==> config.mk <==
export PLATFORM = sky130hd
export DESIGN_NAME = pipelined_dot_mac
export DESIGN_NICKNAME = d
export VERILOG_FILES = /design/src/rtl/pipelined_dot_mac.sv
export SDC_FILE = /design/constraint.sdc
export NUM_CORES = 2
export LEC_CHECK = 0
export BUFFER_PORTS_ARGS = -buffer_cell sky130_fd_sc_hd__buf_2
export CORE_ASPECT_RATIO = 1.25
export CORE_MARGIN = 5
export CORE_UTILIZATION = 51
export CTS_BUF_LIST = sky130_fd_sc_hd__clkbuf_4 sky130_fd_sc_hd__clkbuf_8
export DETAILED_ROUTE_END_ITERATION = 8
export PLACE_DENSITY = 0.72
export SYNTH_ARGS = -nofsm -noshare
export SYNTH_HDL_FRONTEND = slang
export SYNTH_SLANG_ARGS = --single-unit
export TNS_END_PERCENT = 50
==> constraint.sdc <==
create_clock -name clk -period 7.2 [get_ports clk]
set_input_delay 0.36 -clock clk [delete_from_list [all_inputs] [get_ports clk]]
set_output_delay 0.36 -clock clk [all_outputs]
set_load 0.1 [all_outputs]
==> src/rtl/pipelined_dot_mac.sv <==
// Three-stage pipelined dot-product / multiply-accumulate unit with valid/ready
// handshaking. The whole pipeline freezes while the output is held by the consumer.
module pipelined_dot_mac #(
    parameter int WIDTH = 32,
    parameter int LANES = 2
) (
    input  logic                   clk,
    input  logic                   reset,
    input  logic [LANES*WIDTH-1:0] a_flat,
    input  logic [LANES*WIDTH-1:0] b_flat,
    input  logic                   acc_mode,
    input  logic                   in_valid,
    output logic                   in_ready,
    output logic                   out_valid,
    input  logic                   out_ready,
    output logic [WIDTH-1:0]       c
);

    logic                   s1_valid_q, s1_valid_d;
    logic [LANES*WIDTH-1:0] s1_a_q, s1_a_d;
    logic [LANES*WIDTH-1:0] s1_b_q, s1_b_d;
    logic                   s1_mode_q, s1_mode_d;

    logic                   s2_valid_q, s2_valid_d;
    logic [LANES*WIDTH-1:0] s2_prod_q, s2_prod_d;
    logic                   s2_mode_q, s2_mode_d;

    logic                   s3_valid_q, s3_valid_d;
    logic [WIDTH-1:0]       c_q, c_d;
    logic [WIDTH-1:0]       acc_q, acc_d;

    logic                   stall;
    logic [WIDTH-1:0]       lane_sum;

    assign stall     = s3_valid_q & ~out_ready;
    // Reset overrides backpressure so the reset edge always looks ready.
    assign in_ready  = reset | ~stall;
    assign out_valid = s3_valid_q;
    assign c         = c_q;

    always_comb begin
        lane_sum = '0;
        for (int unsigned i = 0; i < LANES; i++) begin
            lane_sum = lane_sum + s2_prod_q[i*WIDTH +: WIDTH];
        end
    end

    always_comb begin
        s1_valid_d = s1_valid_q;
        s1_a_d     = s1_a_q;
        s1_b_d     = s1_b_q;
        s1_mode_d  = s1_mode_q;
        s2_valid_d = s2_valid_q;
        s2_prod_d  = s2_prod_q;
        s2_mode_d  = s2_mode_q;
        s3_valid_d = s3_valid_q;
        c_d        = c_q;
        acc_d      = acc_q;

        if (!stall) begin
            s1_valid_d = in_valid;
            if (in_valid) begin
                s1_a_d    = a_flat;
                s1_b_d    = b_flat;
                s1_mode_d = acc_mode;
            end

            s2_valid_d = s1_valid_q;
            if (s1_valid_q) begin
                s2_mode_d = s1_mode_q;
                for (int unsigned i = 0; i < LANES; i++) begin
                    s2_prod_d[i*WIDTH +: WIDTH] = s1_a_q[i*WIDTH +: WIDTH] * s1_b_q[i*WIDTH +: WIDTH];
                end
            end

            // Bubbles advance into S3 but leave c and the accumulator untouched.
            s3_valid_d = s2_valid_q;
            if (s2_valid_q) begin
                c_d   = s2_mode_q ? (acc_q + lane_sum) : lane_sum;
                acc_d = c_d;
            end
        end
    end

    always_ff @(posedge clk) begin
        if (reset) begin
            s1_valid_q <= 1'b0;
            s1_a_q     <= '0;
            s1_b_q     <= '0;
            s1_mode_q  <= 1'b0;
            s2_valid_q <= 1'b0;
            s2_prod_q  <= '0;
            s2_mode_q  <= 1'b0;
            s3_valid_q <= 1'b0;
            c_q        <= '0;
            acc_q      <= '0;
        end else begin
            s1_valid_q <= s1_valid_d;
            s1_a_q     <= s1_a_d;
            s1_b_q     <= s1_b_d;
            s1_mode_q  <= s1_mode_d;
            s2_valid_q <= s2_valid_d;
            s2_prod_q  <= s2_prod_d;
            s2_mode_q  <= s2_mode_d;
            s3_valid_q <= s3_valid_d;
            c_q        <= c_d;
            acc_q      <= acc_d;
        end
    end

endmodule

-- Yosys cells after proc, flatten, opt, wreduce, memory -nomap -nowiden
Cells that the tools add are included.
- $add $sub $neg: 2
- multipliers: 2
- multiplexer cells: 1
- bitwise operators: 4
- reductions and logical operators: 3
- operator list (cell ; number):
    $add A32 B32 Y32 ; 2
    $mul A32 B32 Y32 ; 2
    $mux W32 ; 1
    $reduce_and A2 Y1 ; 3
    $not A1 Y1 ; 2
    $and A1 B1 Y1 ; 1
    $or A1 B1 Y1 ; 1
- bits in registers: 229
- output and inout bits: 34
- word-level logic and storage cells: 21

-- Depth between registers and ports, before layout
- depth after elaboration: 4
- depth in mapped cells: 28
- depth with buffers taken out: 26

-- Worst setup path before layout
Ideal clock, no wire load.
- path kind: reg2reg
- start point: register s1_a_q[47]
- end point: register s2_prod_q[62]
- library setup time: 0.122 ns
- data arrival time: 6.607 ns
- data required time: 7.078 ns
- slack: 0.471 ns
- cell stages (with the launch flop): 22
- path buffers: 2
- period minus slack after synthesis: 6.729 ns
- cells stage by stage: dfxtp_1 clkbuf_1 clkbuf_1 nand2_1 fa_1 fa_1 fa_1 fa_1 fa_1 inv_1 fa_1 fa_1 fa_1 ha_1 nand2_1 or3_1 nor4b_1 nor4_1 o31ai_1 a21o_1 a21oi_1 nand3b_1
- longest elaborated chain between the ends: 1
- ends and longest elaborated chain (what ; RTL line ; source):
    from (decl) ; 20 ; logic [LANES*WIDTH-1:0] s1_a_q, s1_a_d;
    from (signal assigned) ; 88 ; s1_a_q <= '0;
    from (signal assigned) ; 99 ; s1_a_q <= s1_a_d;
    $mul A32 B32 Y32 ; 72 ; s2_prod_d[i*WIDTH +: WIDTH] = s1_a_q[i*WIDTH +: WIDTH] * s1_b_q[i*WIDTH +: WIDTH];
    to (signal assigned) ; 103 ; s2_prod_q <= s2_prod_d;
    to (decl) ; 25 ; logic [LANES*WIDTH-1:0] s2_prod_q, s2_prod_d;
No other way between the ends.
A chain may end at the register's enable or synchronous reset.

-- Worst setup path after layout
- start point: register s1_b_q[40]
- end point: register s2_prod_q[63]
- longest elaborated chain between the ends: 1
- ends and longest elaborated chain (what ; RTL line ; source):
    from (decl) ; 21 ; logic [LANES*WIDTH-1:0] s1_b_q, s1_b_d;
    from (signal assigned) ; 89 ; s1_b_q <= '0;
    from (signal assigned) ; 100 ; s1_b_q <= s1_b_d;
    $mul A32 B32 Y32 ; 72 ;
No other way between the ends.

==> results.txt <==
Max Cap Violations: 0
R2r worst-path depth: 20
Met3 WL post-DR: 6920 um
Area leader, netlist: fa_1
Smallest hold slack: 0.0354 ns
Async SR Flop Fraction: 0%
Worst Tran Pin Value: 1.01 ns
Area post-placement: 44900 um2
Worst R2R End: s2_prod_q[63]
Setup crit end: s2_prod_q[63]
CP arrival: 7.53 ns
Post-DRT Antenna Nets: 0
Die height: 332 um
Worst setup SP type: flip-flop
Cells after Synth: 4898
Minimum clock period: 6.96 ns
Max H-tree Level: 2
Via/cell ratio: 5.44
RSZ-0062 raised after global routing: true
Root buffer cell: clkbuf_8
Critical path class: flip-flop to flip-flop
VDD IR max: 136 uV
Clock slew seen by the registers of the worst setup and hold paths: 0.07 ns
Worst setup EP type: flip-flop
Global-route wire length before repair: 197000 um
Die ar.: 89100 um2
Reg2Reg Launch Point: s1_b_q[40]
Yosys warnings: 0
Rel. slew slack: 32.9%
Crit Path Max Fanout: 10
Initial DRC Count: 2186
Static leakage: 0.0228 uW
Syn_nets: 6157
Post-synth EDFFs: 0
Synth cell count leaders: 849 x nand2_1, 818 x fa_1, 781 x inv_1
Die Span X: 268 um
Clock Sinks: 229
Post-Syn Area per Cell: 8.66 um2
Slowest cell on crit path: fa_1
Yosys reg bits: 229
Fmax: 0.144 GHz
Layout cell share with drive strength beyond 1: 9.32%
Routability cong.: 0.956
Met2 wire length: 61200 um
CTS tree: done
Clock skew: 0.0525 ns
Clock buffer depth: 3
WP data required: 7.77 ns
Final Setup Violations: 0
Final Max Tran Viols: 0
DP HPWL: 97400 um
Post-DR wirelength/cell: 19.3 um
Wl on met1: 45000 um
Most frequent CP cell: fa_1
Initial Util: 51.3%
P&R area growth vs syn: 11.1%
Dominant synthesized flop cell: dfxtp_1
Period utilization: 96.7%
Total congestion overflow: 0
Num CTS Buffers: 46
Vias in the first global route: 37200
Core area: 82700 um2
Top cell type's share of synthesized area: 38.6%
Status: complete, no violations
TritonRoute pass-1 iters: 5
Initial antenna violation count: 2
Row cnt: 118
Overall routing resource usage: 27.7%
Crit-path cells: nand2_1 > fa_1 > fa_1 > fa_1 > fa_1 > fa_1 > inv_1 > fa_1 > fa_1 > fa_1 > ha_1 > nand2_1 > or3_1 > o221ai_2 > nor2_1 > a21o_1 > o21ai_1 > a31oi_1 > xnor2_1 > o21ai_1
Largest stage delay on the critical path: 0.58 ns
Sequential element share of the synthesized area: 10.8%
Post-Layout Inst Area: 47100 um2
Largest net degree at the start of global routing: 92
Synth cell types: 67
Top sig layer: met4
Total wire length: 121000 um
Clock latency on the worst-skew pair: 0.69 ns
Power Density: 123 nW/um2
I/O Buffers: 166
I/O pin cnt: 167
R2R setup slack: 0.24 ns
Final hold violations: 0
Drt drc: 0
Most frequent cell after synthesis: nand2_1
Postcts setup bufs: 0
Post-synthesis cell area: 42400 um2
Crit path from: s1_b_q[40]
Top post-synthesis cells by area: fa_1 39%, dfxtp_1 11%, and2_1 9.1%
Hold Crit Class: primary input to flip-flop
Vias: 33900
Post-layout net count: 6374
[per-layer routing]
metal,GRT usage [%],vias up
li1,-,15300
met1,32.7,17000
met2,48.7,1169
met3,4.23,401
met4,14.1,0
met5,0,-
[worst min path at each step]
stage	slack [ns]	startpoint	endpoint	depth (start not counted)
after floorplan	0.43	s2_prod_q[56]	s2_prod_q[56]	2
after global placement	0.44	s1_mode_q	s2_mode_q	2
after detailed placement	0.45	s1_b_q[31]	s1_b_q[31]	2
after CTS	0.008	a_flat[19]	s1_a_q[19]	3
after global routing	0.02	a_flat[11]	s1_a_q[11]	3
final	0.04	a_flat[11]	s1_a_q[11]	3
[cells in the final DEF, fill, tap and decap left out, types with 18 or more instances in the layout]
master           n
xnor2_1        168
a21o_1          46
nor3_1          22
dfxtp_1        192
buf_4          156
nand3_1         31
buf_2          165
a211oi_1        28
dfxtp_2         37
clkbuf_8        56
ha_1           306
nand2_1        847
a31oi_1         18
dlygate4sd3_1  112
and2_1         617
o21ai_0         60
xor2_1          45
a21oi_1        293
nor2_1          91
inv_1          781
fa_1           818
[cell type report]
type	count	area, um2
diodes	2	5.00
clock buffers	66	846
clock inverters	18	200
fillers	7295	35600
inverters	782	2940
multi-input cells	3616	33900
flip-flops and latches	229	4630
well taps	1080	1350
repair buffers	440	3230
[repair_timing]
item / 4_1_cts / 5_1_grt
hold endpoints to repair: 114 / 0
gates resized for setup: 1 / 46
pin swaps: 0 / 4
endpoints found under the setup margin: 1 / 14
hold buffers: 112 / 0
[flip-flops by register name, indices dropped and copies added, names as in the netlist]
signal and flops:
s1_a_q 64, s1_b_q 64, s2_prod_q 64, acc_q 32
out_valid 1, s1_mode_q 1, s1_valid_q 1, s2_mode_q 1
s2_valid_q 1
[where the power goes]
group          internal, uW  switching [uW]
sequential             1360             175
combinational          1110            1580
clock                   875             709
[critical path: cells and delay by family, from the launching register on]
| family | cells | cell delay, ns |
|---|---|---|
| simple gates | 4 | 0.78 |
| buf+inv | 1 | 0.05 |
| compound gates | 5 | 0.87 |
| flops | 1 | 0.57 |
| xor+xnor | 1 | 0.18 |
| fa+ha+maj | 9 | 4.41 |
[per-stage QoR]
step           power, uW  cells  util (%)  setup TNS [ns]  worst slack [ns]
4_1_cts             5820   6231      56.9               0            0.0260
3_3_place_gp        4120   6035      54.3               0             0.111
5_1_grt             6200   6233      57.0         -0.0196           -0.0166
2_1_floorplan       3280   4898         -               0             0.471
3_5_place_dp        4160   6035      54.3         -0.0253           -0.0253
6_report            5810   6233      57.0               0             0.241
[cell families (layout without fill, tap and decap cells)]
kind of cell,Yosys count,after routing,synth area share (%)
AO/OA/AOI/OAI,558,558,7.82
AND/OR/NAND/NOR,1702,1702,19.5
other,0,2,0
buffers and inverters,1053,1306,9.32
XOR/XNOR,214,214,4.44
flip-flops,229,229,10.8
multiplexers,16,16,0.384
adder cells (fa/ha/maj),1126,1126,47.7
Note: power is estimated with default switching activity, not from simulation.
